`src/rtl/fifo_stream_reader_if.sv`:
```
// Bundles the FIFO read side and the output stream of fifo_stream_reader.
// The master modport is the reader; the slave modport is the FIFO plus the stream consumer.
interface fifo_stream_reader_if #(
  parameter int DATA_WIDTH = 16,
  parameter int BUF_DEPTH  = 4
);
  logic                         fifo_empty;
  logic                         fifo_read;
  logic [DATA_WIDTH-1:0]        fifo_data;
  logic                         m_valid;
  logic                         m_ready;
  logic [DATA_WIDTH-1:0]        m_data;
  logic [$clog2(BUF_DEPTH):0]   buf_level;

  modport master (
    input  fifo_empty, fifo_data, m_ready,
    output fifo_read, m_valid, m_data, buf_level
  );

  modport slave (
    output fifo_empty, fifo_data, m_ready,
    input  fifo_read, m_valid, m_data, buf_level
  );
endinterface

```
`src/rtl/fifo_stream_reader.sv`:
```
// Reads a block-RAM FIFO with a lagging empty flag and re-presents the words as a
// valid/ready stream through a small credit-managed circular buffer.
module fifo_stream_reader #(
  parameter int DATA_WIDTH = 16,
  parameter int RD_LATENCY = 2,
  parameter int FLAG_LAG   = 2,
  parameter int BUF_DEPTH  = 4
) (
  input  logic                 clk,
  input  logic                 rst,
  fifo_stream_reader_if.master bus
);

  localparam int PTR_W  = $clog2(BUF_DEPTH);
  localparam int LVL_W  = $clog2(BUF_DEPTH) + 1;
  localparam int INF_W  = $clog2(RD_LATENCY + 1);
  localparam int HOLD_W = $clog2(FLAG_LAG + 2);
  localparam int SPC_W  = $clog2(FLAG_LAG + 1);

  logic [HOLD_W-1:0]     hold_q, hold_d;
  logic [SPC_W-1:0]      spc_q, spc_d;
  logic                  rd_q, rd_d;
  logic [RD_LATENCY-1:0] vld_q, vld_d;
  logic [INF_W-1:0]      inflight_q, inflight_d;
  logic [PTR_W-1:0]      wr_ptr_q, wr_ptr_d;
  logic [PTR_W-1:0]      rd_ptr_q, rd_ptr_d;
  logic [LVL_W-1:0]      level_q, level_d;
  logic [DATA_WIDTH-1:0] m_data_q, m_data_d;
  logic [DATA_WIDTH-1:0] mem_q [BUF_DEPTH];

  logic                  pop;
  logic                  push;
  logic                  issue;
  logic [LVL_W:0]        credit;

  // Stage: request issue, latency tracking and buffer bookkeeping
  always_comb begin
    pop    = (level_q != '0) && bus.m_ready;
    push   = vld_q[RD_LATENCY-1];
    // Outstanding words plus buffered words, net of the one leaving this edge
    credit = {1'b0, level_q} + (LVL_W+1)'(inflight_q) - (LVL_W+1)'(pop);
    issue  = (hold_q == '0) && !bus.fifo_empty && (spc_q == '0)
             && (credit < (LVL_W+1)'(BUF_DEPTH));

    rd_d   = issue;
    hold_d = (hold_q != '0) ? hold_q - HOLD_W'(1) : hold_q;
    if (issue)
      spc_d = SPC_W'(FLAG_LAG);
    else if (spc_q != '0)
      spc_d = spc_q - SPC_W'(1);
    else
      spc_d = spc_q;

    vld_d      = vld_q << 1;
    vld_d[0]   = rd_q;
    inflight_d = inflight_q + INF_W'(issue) - INF_W'(push);

    wr_ptr_d = wr_ptr_q + PTR_W'(push);
    rd_ptr_d = rd_ptr_q + PTR_W'(pop);
    level_d  = level_q + LVL_W'(push) - LVL_W'(pop);

    // Preload the next head word; bypass the capture when it lands at the head
    m_data_d = m_data_q;
    if (level_d != '0) begin
      if (push && (wr_ptr_q == rd_ptr_d))
        m_data_d = bus.fifo_data;
      else
        m_data_d = mem_q[rd_ptr_d];
    end
  end

  // Stage: registered state
  always_ff @(posedge clk) begin
    if (rst) begin
      hold_q     <= HOLD_W'(FLAG_LAG + 1);
      spc_q      <= '0;
      rd_q       <= 1'b0;
      vld_q      <= '0;
      inflight_q <= '0;
      wr_ptr_q   <= '0;
      rd_ptr_q   <= '0;
      level_q    <= '0;
      m_data_q   <= '0;
    end else begin
      hold_q     <= hold_d;
      spc_q      <= spc_d;
      rd_q       <= rd_d;
      vld_q      <= vld_d;
      inflight_q <= inflight_d;
      wr_ptr_q   <= wr_ptr_d;
      rd_ptr_q   <= rd_ptr_d;
      level_q    <= level_d;
      m_data_q   <= m_data_d;
    end
  end

  always_ff @(posedge clk) begin
    if (push)
      mem_q[wr_ptr_q] <= bus.fifo_data;
  end

  assign bus.fifo_read = rd_q;
  assign bus.m_valid   = (level_q != '0);
  assign bus.m_data    = m_data_q;
  assign bus.buf_level = level_q;

endmodule

```
`src/flat_wrapper.sv`:
```
// flat-port wrapper written by rule: the top's interface ports become plain ports
module fifo_stream_reader_flat 
#(
  parameter int DATA_WIDTH = 16,
  parameter int RD_LATENCY = 2,
  parameter int FLAG_LAG   = 2,
  parameter int BUF_DEPTH  = 4
)
  (clk, rst, bus_fifo_empty, bus_fifo_data, bus_m_ready, bus_fifo_read, bus_m_valid, bus_m_data, bus_buf_level);
  fifo_stream_reader_if #(.DATA_WIDTH(DATA_WIDTH), .BUF_DEPTH(BUF_DEPTH)) bus_i ();
  input  logic clk;
  input  logic rst;
  input wire logic [$bits(bus_i.fifo_empty)-1:0] bus_fifo_empty;
  input wire logic [$bits(bus_i.fifo_data)-1:0] bus_fifo_data;
  input wire logic [$bits(bus_i.m_ready)-1:0] bus_m_ready;
  output wire logic [$bits(bus_i.fifo_read)-1:0] bus_fifo_read;
  output wire logic [$bits(bus_i.m_valid)-1:0] bus_m_valid;
  output wire logic [$bits(bus_i.m_data)-1:0] bus_m_data;
  output wire logic [$bits(bus_i.buf_level)-1:0] bus_buf_level;
  assign bus_i.fifo_empty = bus_fifo_empty;
  assign bus_i.fifo_data = bus_fifo_data;
  assign bus_i.m_ready = bus_m_ready;
  assign bus_fifo_read = bus_i.fifo_read;
  assign bus_m_valid = bus_i.m_valid;
  assign bus_m_data = bus_i.m_data;
  assign bus_buf_level = bus_i.buf_level;
  fifo_stream_reader #(.DATA_WIDTH(DATA_WIDTH), .RD_LATENCY(RD_LATENCY), .FLAG_LAG(FLAG_LAG), .BUF_DEPTH(BUF_DEPTH)) u_core (.clk(clk), .rst(rst), .bus(bus_i));
endmodule
```
`config.mk`:
```
export PLATFORM = sky130hd
export DESIGN_NAME = fifo_stream_reader_flat
export DESIGN_NICKNAME = d
export VERILOG_FILES = /design/src/rtl/fifo_stream_reader_if.sv /design/src/rtl/fifo_stream_reader.sv /design/src/flat_wrapper.sv
export SDC_FILE = /design/constraint.sdc
export NUM_CORES = 1
export LEC_CHECK = 0
export BUFFER_PORTS_ARGS = -buffer_cell sky130_fd_sc_hd__buf_2
export CAP_MARGIN = 5
export CELL_PAD_IN_SITES_DETAIL_PLACEMENT = 1
export CELL_PAD_IN_SITES_GLOBAL_PLACEMENT = 2
export CORE_MARGIN = 2
export CORE_UTILIZATION = 45
export DETAILED_ROUTE_END_ITERATION = 7
export GPL_TIMING_DRIVEN = 0
export HOLD_SLACK_MARGIN = 0.12
export PLACE_DENSITY = 0.8
export SYNTH_ARGS = -nofsm -noshare
export SYNTH_HDL_FRONTEND = slang
export SYNTH_SLANG_ARGS = --single-unit
```
`constraint.sdc`:
```
create_clock -name clk -period 6.5 [get_ports clk]
set_clock_uncertainty 0.05 [all_clocks]
set_input_delay 0.65 -clock clk [delete_from_list [all_inputs] [get_ports clk]]
set_output_delay 0.65 -clock clk [all_outputs]
set_load 0.05 [all_outputs]
```
==> out/results.ini <==
[pwr]
p_comb_share_pct=48.5
p_leak_uw=0.001709
switching_share_pct=40.73
powerDensity_nw_per_um2=480.9
vdd_drop_max_mv=0.2462
intPower_uw=1286
power_frac_clock_pct=17.2
power_frac_seq_pct=34.2
power_switching_uw=884.0

[route]
wl_per_cell_um=19.10
drtIter0Drc=95
finalWirelength_um=8081
firstDrtPassIters=4
drc=0
ant_nets=0
vias_per_cell=5.298
vias=2241

[sta]
tightest_slew_ns=0.9152
hold_viol_final=0
finalCritPeriodShare_pct=45.83
setup-tns-final_ns=0
fin_crit_ns=2.979
hold-worst-slack_ns=0.4079
finalMaxSlewViolations=0
setup_viol=0
timing.final.ws_setup_ns=3.521
grt_setup_unrepaired=no
fmax_mhz=335.7
slew_headroom_pct=38.99

[logic_synthesis]
syn_avg_cell_area_um2=15.40
yosys_warnings=0
syn_inst=257
seq_area_frac_synth_pct=64.73
synthArstFlopShare_pct=0
ys.flop_type=edfxtp_1
yosys.area.top_type_share_pct=48.55
synth_edf_count=64
synth_area_leader_cell=edfxtp_1
yosysMostFrequentCell=edfxtp_1
ys_types=36
synth-seq-cells=96
synthTopCellsByArea=edfxtp_1 49%, dfxtp_1 16%, mux4_2 9.1%
mappedNetlistNets=288
ys_top_cells_by_count=64 x edfxtp_1, 34 x nand2_1, 32 x dfxtp_1, 21 x nor2_1
syn_area_um2=3959

[job]
maxCapViolCount=0

[clocking]
numCtsBuffers=9
clkTransAtPathRegs_ns=0.10
clk_latency_ns=0.37
cts_root_buf=clkbuf_8
htree_levels=3
post_cts_resized=0
clock-sinks=96
post-cts-setup-buffers=0
cts_max_path_buffers=2
postCtsHoldBufs=0
cts_tree=yes

[global_route]
grt_pass1_vias=2478
antenna_found_initial=0
grt_overflow_total=0
grt_max_degree=19
grt_pass1_wl_um=13110
track_usage_pct=18.36

[hold_path]
min_path_type=reg -> reg

[die]
start_util_pct=45.84
dieArea_um2=9564
fp.dieW_um=97.80
coreArea_um2=8636
chipHeight_um=97.80
core.rowCount=34
io_pins=41

[setup_path]
slowest_delay_ns=0.38
crit_slowest_cell=fa_1
critPathBufInv=4
path_class=reg -> reg
critPathMaxFanout=10
required_ns=6.66
start_kind=flop
critical_path.cell_chain=inv_1 > nand3_1 > and2_1 > ha_1 > inv_1 > ha_1 > fa_1 > xnor3_1 > or3_1 > buf_6 > buf_2 > nor2_1 > a311oi_2
cpLargestDelayFamily=adder cells
worst-endpoint-arrival_ns=3.14
critPathCaptureType=flop

[finish]
nFillCells=880
multi_input_area_um2=1264
syn2layout_area_growth_pct=14.00
utilization_pct=52.26
num_antenna_cells=0
drive_above_1_share_pct=33.02
nets=341
layout.area.seq_um2=2562
fin_area_um2=4513

[placement]
dp_hpwl_um=5521
placed_cell_area_um2=4328
pre_cts_slack_ns=3.359
gp_congestion=0.6883
portBuffers=40

[outcome]
status=finished, final reports clean

==> stage by stage <==
step	total power (uW)	instances
floorplan	1601	257
global placement	1801	405
detailed placement	1828	407
CTS	2202	423
global route	2301	423
finish	2170	423
==> state kept, by name (all words and copies together), names as in the netlist <==
name                  count
u_core.bus.m_data        16
u_core.inflight_q         2
u_core.spc_q              2
u_core.mem_q             64
u_core.bus.fifo_read      1
u_core.hold_q             2
u_core.rd_ptr_q           2
u_core.vld_q              2
u_core.wr_ptr_q           2
u_core.bus.buf_level      3
==> layout by cell type, fill, tap and decap left out, types with 3 or more instances in the layout <==
cell and n:
nor2_1 20, mux4_2 16, nor2b_1 9, xnor2_1 4, buf_6 3, a311oi_2 16, nand2_1 34, dfxtp_1 32
clkbuf_8 9, edfxtp_1 64, ha_1 10, inv_1 13, buf_2 43
==> power by group through the flow <==
stage	combinational, uW	clock [uW]	sequential (uW)
final	1050	374	743
after global routing	1150	402	752
after CTS	1070	385	745
after detailed placement	1070	0	758
after global placement	1040	0	758
after floorplan	682	0	919
==> cells by family (layout without fill, tap and decap cells) <==
logic type | Yosys count | after routing | share of synthesized area, %
AOI/OAI and AO/OA | 19 | 19 | 6.637
xor gates and xnor gates | 8 | 8 | 2.655
adders and majority gates | 11 | 11 | 3.666
buffers and inverters | 26 | 84 | 3.539
DFF | 96 | 96 | 64.73
muxes | 17 | 17 | 9.355
and+or+nand+nor | 80 | 80 | 9.419
==> metal layers <==
layer | track usage [%] | share of wire, % | up-vias | routed length [um]
li1 | - | - | 1056 | -
met1 | 22.45 | 42 | 1126 | 3377
met2 | 32.10 | 53 | 43 | 4283
met3 | 3.937 | 3.1 | 16 | 248
met4 | 7.051 | 2.1 | 0 | 172
met5 | 0 | 0 | - | 0
==> path summary, 6_finish.rpt <==
kind	from	to	slack, ns	depth (start not counted)
hold / removal	u_core.spc_q[0]$_SDFFE_PP0P_	u_core.spc_q[0]$_SDFFE_PP0P_	0.41	1
setup / recovery	u_core.bus.buf_level[1]$_SDFF_PP0_	u_core.bus.m_data[5]$_SDFFE_PP0P_	3.52	13
setup reg to reg	u_core.bus.buf_level[1]$_SDFF_PP0_	u_core.bus.m_data[5]$_SDFFE_PP0P_	3.52	13
hold reg to reg	u_core.spc_q[0]$_SDFFE_PP0P_	u_core.spc_q[0]$_SDFFE_PP0P_	0.41	1
==> final cells by class <==
class	instances	area share, %
clock inverters	7	1.358
repair buffers	42	5.018
well taps	108	2.994
plain buffers	13	2.024
multi-input cells	135	28.00
flip-flops and latches	96	56.78
clock buffers	9	2.745
inverters	13	1.081
Power figures use the tool's default switching activity.
